`src/rtl/input_datapath_vc.sv`:
```
// input_datapath_vc: demuxes input flits into per-VC FIFOs and arbitrates non-empty VCs to the output.
module input_datapath_vc #(
    parameter int FLIT_WIDTH = 34,
    parameter int NUM_VC     = 3,
    parameter int VC_WIDTH   = (NUM_VC > 1) ? $clog2(NUM_VC) : 1,
    parameter int VC_DEPTH   = 4,
    parameter int ARB_MODE   = 1
) (
    input  logic                  clk,
    input  logic                  arst,
    input  logic                  fin_valid_i,
    input  logic [VC_WIDTH-1:0]   fin_vc_i,
    input  logic [FLIT_WIDTH-1:0] fin_flit_i,
    output logic                  fin_ready_o,
    output logic                  fout_valid_o,
    output logic [VC_WIDTH-1:0]   fout_vc_o,
    output logic [FLIT_WIDTH-1:0] fout_flit_o,
    input  logic                  fout_ready_i,
    output logic [NUM_VC-1:0]     vc_full_o,
    output logic [NUM_VC-1:0]     vc_empty_o,
    output logic                  illegal_vc_o
);
    localparam int PTR_W = $clog2(VC_DEPTH);
    localparam int CNT_W = $clog2(VC_DEPTH + 1);

    logic [FLIT_WIDTH-1:0] mem_q [NUM_VC][VC_DEPTH];
    logic [FLIT_WIDTH-1:0] mem_d [NUM_VC][VC_DEPTH];
    logic [PTR_W-1:0]      rptr_q [NUM_VC];
    logic [PTR_W-1:0]      rptr_d [NUM_VC];
    logic [PTR_W-1:0]      wptr_q [NUM_VC];
    logic [PTR_W-1:0]      wptr_d [NUM_VC];
    logic [CNT_W-1:0]      cnt_q [NUM_VC];
    logic [CNT_W-1:0]      cnt_d [NUM_VC];
    logic [VC_WIDTH-1:0]   rr_q, rr_d, hold_vc_q, hold_vc_d, cand, sel;
    logic                  hold_q, hold_d, illegal_q, illegal_d;
    logic                  in_legal, push, pop, any_ne, fout_valid;
    int                    idx;

    assign in_legal     = 32'(fin_vc_i) < NUM_VC;
    assign fin_ready_o  = in_legal ? ~vc_full_o[fin_vc_i] : 1'b1;
    assign push         = fin_valid_i & fin_ready_o & in_legal;
    assign sel          = hold_q ? hold_vc_q : cand;
    assign fout_valid   = hold_q | any_ne;
    assign pop          = fout_valid & fout_ready_i;
    assign fout_valid_o = fout_valid;
    assign fout_vc_o    = fout_valid ? sel : '0;
    assign fout_flit_o  = fout_valid ? mem_q[sel][rptr_q[sel]] : '0;
    assign illegal_vc_o = illegal_q;

    always_comb begin
        for (int v = 0; v < NUM_VC; v++) begin
            vc_full_o[v]  = cnt_q[v] == CNT_W'(VC_DEPTH);
            vc_empty_o[v] = cnt_q[v] == '0;
        end
    end

    // Scan VCs in priority order; the first non-empty one is the candidate.
    always_comb begin
        cand   = '0;
        any_ne = 1'b0;
        idx    = 0;
        for (int i = 0; i < NUM_VC; i++) begin
            idx = ARB_MODE == 2 ? (int'(rr_q) + i) % NUM_VC : ARB_MODE == 0 ? i : NUM_VC - 1 - i;
            if (!any_ne && !vc_empty_o[idx]) begin
                cand   = VC_WIDTH'(idx);
                any_ne = 1'b1;
            end
        end
    end

    always_comb begin
        mem_d  = mem_q;
        rptr_d = rptr_q;
        wptr_d = wptr_q;
        cnt_d  = cnt_q;
        for (int v = 0; v < NUM_VC; v++) begin
            if (push && fin_vc_i == VC_WIDTH'(v)) begin
                mem_d[v][wptr_q[v]] = fin_flit_i;
                wptr_d[v]           = wptr_q[v] + PTR_W'(1);
            end
            if (pop && sel == VC_WIDTH'(v))
                rptr_d[v] = rptr_q[v] + PTR_W'(1);
            cnt_d[v] = cnt_q[v] + CNT_W'(push && fin_vc_i == VC_WIDTH'(v)) - CNT_W'(pop && sel == VC_WIDTH'(v));
        end
        rr_d      = (ARB_MODE == 2 && pop) ? (int'(sel) == NUM_VC - 1 ? '0 : sel + VC_WIDTH'(1)) : rr_q;
        hold_d    = fout_valid & ~fout_ready_i;
        hold_vc_d = hold_d ? sel : '0;
        illegal_d = fin_valid_i & ~in_legal;
    end

    always_ff @(posedge clk or negedge arst) begin
        if (!arst) begin
            mem_q     <= '{default: '0};
            rptr_q    <= '{default: '0};
            wptr_q    <= '{default: '0};
            cnt_q     <= '{default: '0};
            rr_q      <= '0;
            hold_q    <= 1'b0;
            hold_vc_q <= '0;
            illegal_q <= 1'b0;
        end else begin
            mem_q     <= mem_d;
            rptr_q    <= rptr_d;
            wptr_q    <= wptr_d;
            cnt_q     <= cnt_d;
            rr_q      <= rr_d;
            hold_q    <= hold_d;
            hold_vc_q <= hold_vc_d;
            illegal_q <= illegal_d;
        end
    end
endmodule

```
`config.mk`:
```
export PLATFORM = sky130hd
export DESIGN_NAME = input_datapath_vc
export DESIGN_NICKNAME = d
export VERILOG_FILES = /design/src/rtl/input_datapath_vc.sv
export SDC_FILE = /design/constraint.sdc
export NUM_CORES = 1
export LEC_CHECK = 0
export CORE_MARGIN = 2
export CORE_UTILIZATION = 49
export DETAILED_ROUTE_END_ITERATION = 7
export PLACE_DENSITY = 0.73
export REMOVE_ABC_BUFFERS = 1
export SLEW_MARGIN = 20
export SYNTH_ARGS = -nofsm -noshare
export SYNTH_HDL_FRONTEND = slang
export SYNTH_SLANG_ARGS = --single-unit
export TNS_END_PERCENT = 30
```
`constraint.sdc`:
```
create_clock -name clk -period 3.9 [get_ports clk]
set_input_delay 0.78 -clock clk [delete_from_list [all_inputs] [get_ports clk]]
set_output_delay 0.78 -clock clk [all_outputs]
set_load 0.02 [all_outputs]
```
**Word-level counts from Yosys, hierarchy flattened**

Cells that the tools add are included.

- Add/subtract/negate cells: 12
- Magnitude comparators: 10
- Equal/unequal tests: 7
- Multiplexer cells: 31
- Bitwise operators: 14
- Reduce and logical (&&, ||, !) cells: 19

Operators with widths:

| cell | number |
|---|---|
| bitwise mux 136 bit | 3 |
| binary-select mux 136 bit (select 2 bit) | 1 |
| two-way mux 136 bit | 2 |
| demux 34 bit (select 2 bit) | 3 |
| two-way mux 34 bit | 6 |
| binary-select mux 34 bit (select 2 bit) | 1 |
| two-way mux 2 bit | 8 |
| greater-or-equal comparator 3 bit, second input constant | 5 |
| inverter 2 -> 3 bit | 5 |
| adder 2 x 1 -> 2 bit, second input constant | 6 |
| logical AND 1 bit | 11 |
| adder 3 x 1 -> 3 bit | 3 |
| == test 3 bit, second input constant | 3 |
| zero test 3 bit | 3 |
| < comparator 3 x 1 -> 1 bit, second input constant | 3 |
| subtractor 3 x 1 -> 3 bit | 3 |
| AND 1 bit | 5 |
| two-way mux 1 bit | 5 |
| binary-select mux 2 bit (select 2 bit) | 1 |
| == test 2 x 1 -> 1 bit, second input constant | 2 |
| == test 2 bit, second input constant | 2 |
| zero test 2 bit | 2 |
| zero test 1 bit | 3 |
| < comparator 2 x 3 -> 1 bit, second input constant | 1 |
| other kinds (4) | 6 |

- Bits in registers: 433
- Input port bits: 40
- Output and inout port bits: 45
- Word-level logic and storage cells: 117

**Depth between registers and ports, before layout**

- Depth in word-level cells: 17
- Depth in mapped cells: 13
- Depth with buffers taken out: 11

**Worst setup path before layout**

OpenSTA, ideal clock, no wires.

- Path kind: register to output
- From: register cnt_q[7] (netlist name)
- To: output fout_flit_o[10]
- Arrival time: 2.288 ns
- Required time: 3.120 ns
- Setup slack: 0.832 ns
- Stages on the path, launching flop included: 7
- Path buffers: 2
- Cells stage by stage: dfrtp_1 -> nor3_1 -> nand3_1 -> and2_1 -> buf_2 -> buf_4 -> a32o_1

- Elaborated cells on any way between the ends: 19
- Those cells by class: mux: 13; bitwise: 3; reduce/logical: 3

RTL lines:

| element | line | text |
|---|---|---|
| start, declared | 32 | `logic [CNT_W-1:0] cnt_q [NUM_VC];` |
| start signal, assigned | 105 | `cnt_q <= cnt_d;` |
| zero test 3 bit | 53 | `vc_empty_o[v] = cnt_q[v] == '0;` |
| net vc_empty_o[0] | 20 | `output logic [NUM_VC-1:0] vc_empty_o,` |
| zero test 1 bit | 64 | `if (!any_ne && !vc_empty_o[idx]) begin` |
| logical AND 1 bit | 64 |  |
| two-way mux 1 bit | 64 |  |
| OR 1 bit | 43 | `assign fout_valid = hold_q \| any_ne;` |
| net fout_valid_o | 15 | `output logic fout_valid_o,` |
| two-way mux 34 bit | 47 | `assign fout_flit_o = fout_valid ? mem_q[sel][rptr_q[sel]] : '0;` |
| end, declared | 17 | `output logic [FLIT_WIDTH-1:0] fout_flit_o,` |

The timed path passes the listed nets, and every way through them passes these cells. The select of a mux whose other input is x is not followed.

**Worst setup path after layout**

- From: register cnt_q[2] (netlist name)
- To: output fout_flit_o[17]

- Longest elaborated chain between the ends: 16
- Elaborated cells on any way between the ends: 24
- Those cells by class: mux: 17; bitwise: 3; reduce/logical: 4

Ends and longest elaborated chain:

| element | line | text |
|---|---|---|
| zero test 3 bit * | 53 |  |
| two-way mux 1 bit or logical AND 1 bit (tied branches) | 64 |  |
| two-way mux 1 bit | 64 |  |
| zero test 1 bit | 64 |  |
| logical AND 1 bit | 64 |  |
| two-way mux 2 bit | 64 |  |
| two-way mux 2 bit | 42 | `assign sel = hold_q ? hold_vc_q : cand;` |
| inverter 2 -> 3 bit (not written as such) | 47 |  |
| binary-select mux 2 bit (select 2 bit) | 47 |  |
| two-way mux 2 bit (not written as such) (2 in series) | 47 |  |
| inverter 2 -> 3 bit (not written as such) | 47 |  |
| binary-select mux 34 bit (select 2 bit) | 47 |  |
| two-way mux 34 bit (not written as such) (2 in series) | 47 |  |
| two-way mux 34 bit * | 47 |  |

Every way passes the cells marked *; elsewhere a longest branch is shown, timed or not. The select of a mux whose other input is x is not followed.

==> metrics <==
outcome=complete, no violations; dominant synthesized flop cell=dfrtp_1; worst hold-check path type=input pin to async pin; total CTS buffers=47; worst r2r src=cnt_q[2]$_DFF_PN0_; Clock Power Share=0.209; DR WL/cell=23.6 um; async set-reset flop share out of synthesis=1.00; critical path's slowest cell=dfrtp_2; switch share=0.349; M2 GR Usage=0.404; P_int=between 0.01 and 0.015 W; reg2reg setup slack=between 0.7 and 0.8 ns; synth unique cells=between 40 and 50; row count=74; vias in the first global route=14200; Setup CP Type=register to primary output; Initial Util=0.494; sequential power share=0.384; YS warnings=0; Setup crit start kind=register; final hold viol count=0; EDFF count, synth=0; Worst Setup End Kind=primary output; Worst Path Arrival=3.09 ns; Leak=10.4 nW; GRT overflow=0; Syn Std Cell Area=20100 sq um; CTS HTree Levels=2; Worst-path clk slew=0.06 ns; Seq/Total Area, Yosys=0.540; port bufs=84; Seq cells post-synth=433; GRT busiest layer=met2; final estimated routing congestion in global placement=approximately 0.76; GRT Util Overall=0.250; DIE AREA=42600 sq um; Area growth, synth to finish=16.5%; CTS tree=yes; Avg Inst Size Synth=12.9 sq um; Final WS setup=0.0319 ns; global-route wire length before repair=81200 um; clk root buf=clkbuf_16; die height=around 210 um; Setup violations, final=0; Post-route DRC=0; non-filler cells, final=2185; max incr delay on CP=0.43 ns; Worst setup endpoint=fout_flit_o[17]; combinational power share=0.406; largest net degree at the start of global routing=104; GR met1 Demand/Resource=0.332; final wirelength=51500 um; crit path from=cnt_q[2]$_DFF_PN0_; worst vdd ir=about 0.00048 V; R2R depth=12; Slew Viols, Final=0; RSZ-0062 raised after global routing=yes; hold buffer count at cts=0; Post-Syn Instances=1554; Synth area leader=dfrtp_1; Slew HR=0.445; Sink Count=433; share of Yosys cell area claimed by the top area cell type=0.540; Final HPWL DP=approximately 28000 um; WP data required=~3.1 ns; most frequent cell on the critical path=buf_4; worst-margin pin slew=0.832 ns; Max-cap violations=0; top post-synthesis cells by area=dfrtp_1 54%, mux2_2 23%, o221ai_1 4.5%, a21o_1 3.8%, buf_2 2.0%; DRT antenna net count=0; via count=13400; total core area=40600 sq um; Final #Nets=around 1700; Net Switching=0.00713 W; initial antenna violation count=3; fmax=roughly 0.26 GHz; post-place setup slack=0.202 ns; Placed Instances=2070; fin crit share=0.992; iteration count of the initial detailed-routing pass=5; clk buf depth=3; Cell Chain, Critical Path=nor4_4, buf_4, buf_4, nand3_1, o211ai_4, buf_12, a21oi_1, a32o_1, dlygate4sd2_1; via/cell ratio=6.15; pwr dens=between 800 and 900 nW/um^2; num ports=85; Final Total Pwr=0.0204 W; Min Clock Period, post-route=3.87 ns; CP max FO=15; r2r endpoint=cnt_q[5]$_DFF_PN0_; layout cell share with drive strength beyond 1=0.371; grt met3 use=0.0503; die width=a little over 200 um; most common cell after layout, fill and taps aside=dfrtp_1; skew final=between 0.01 and 0.015 ns; clk_lat worst skew=0.58 ns; most frequent cells in the layout=430 x dfrtp_1, 409 x mux2_2, 102 x a21o_1; Iter 0 DRT Violations=just over 900
through the flow:
stage          area (sq um)  TNS (ns)  hold WS [ns]  utilization
5_1_grt               23400    -0.254         0.317        0.575
3_3_place_gp          21600         0         0.487        0.530
6_report              23400         0         0.264        0.575
3_5_place_dp          21600         0         0.493        0.530
4_1_cts               23300    -0.726         0.285        0.574
2_1_floorplan         19300   -159.94         0.446            -
metal layers:
layer / share of wire / vias to the layer above
met4: 0.036 / 4
met1: 0.43 / 7023
li1: - / 5898
met2: 0.48 / 392
met5: 0.00058 / -
met3: 0.058 / 113
power groups by stage:
| stage | Combinational, W | Clock, W | Sequential (W) |
|---|---|---|---|
| after floorplan | 0.00533 | 0 | 0.00752 |
| after global placement | 0.00787 | 0 | 0.00775 |
| after detailed placement | 0.00807 | 0 | 0.00788 |
| after CTS | 0.00829 | 0.00435 | 0.00782 |
| after global routing | 0.00893 | 0.00455 | 0.00810 |
| final | 0.00830 | 0.00428 | 0.00786 |
synth_stat cells (all sizes together) (2+ instances only):
master and instances:
nor3 8, o2bb2ai 2, ha 18, and3 2, nor3b 2, xnor2 12, a21o 102, o22ai 34
mux2 409, dfrtp 433, fa 3, a21oi 68, clkbuf 52, xor2 3, buf 101, o21a 2
o221ai 102, inv 20, a32o 34, nand2 90, nor2 4, o21ai 41
how the worst min path moves through the flow:
stage	cells past startpoint	from	slack (ns)	endpoint
5_1_grt	1	arst	0.32	mem_q[208]$_DFFE_PN0P_
2_1_floorplan	1	rptr_q[1]$_DFFE_PN0P_	0.45	rptr_q[1]$_DFFE_PN0P_
6_report	1	arst	0.26	mem_q[4]$_DFFE_PN0P_
3_3_place_gp	1	mem_q[301]$_DFFE_PN0P_	0.49	mem_q[301]$_DFFE_PN0P_
3_5_place_dp	1	mem_q[83]$_DFFE_PN0P_	0.49	mem_q[83]$_DFFE_PN0P_
4_1_cts	1	arst	0.28	mem_q[80]$_DFFE_PN0P_
registers in the layout, indices dropped and copies added (netlist names):
| register | cells |
|---|---|
| mem_q | 408 |
| cnt_q | 9 |
| rptr_q | 6 |
| wptr_q | 6 |
| hold_vc_q | 2 |
| hold_q | 1 |
| illegal_vc_o | 1 |
final cells by class:
type	count	area, sq um
clock inverters	8	47.5
repair buffers	164	1830
flip-flops and latches	433	10800
multi-input cells	947	8470
fillers	3215	17300
clock buffers	79	1430
well taps	532	666
inverters	21	80.1
diodes	1	2.50
timing repair:
action | CTS | global route
setup endpoints to repair | 34 | 33
pin swaps | 4 | 3
gates resized for setup | 85 | 31
setup buffers | 18 | 5
cloned | 5 | 0
worst max-delay path, delay by kind of cell (launching register included):
family / cells / cell delay [ns]
compound gates: 3 / 0.54
simple gates: 2 / 0.67
flops: 1 / 0.43
buf+inv: 4 / 0.86
logic make-up (layout without fill, tap and decap cells):
logic type | after synthesis | after routing | synth area share
DFF | 433 | 433 | 0.540
xor gates and xnor gates | 15 | 15 | 0.00655
muxes | 409 | 409 | 0.230
adders and majority gates | 21 | 21 | 0.0142
buffers and inverters | 174 | 272 | 0.0415
other | 0 | 1 | 0
AOI/OAI and AO/OA | 388 | 388 | 0.142
and+or+nand+nor | 114 | 114 | 0.0264
Note: power is estimated with default switching activity, not from simulation.
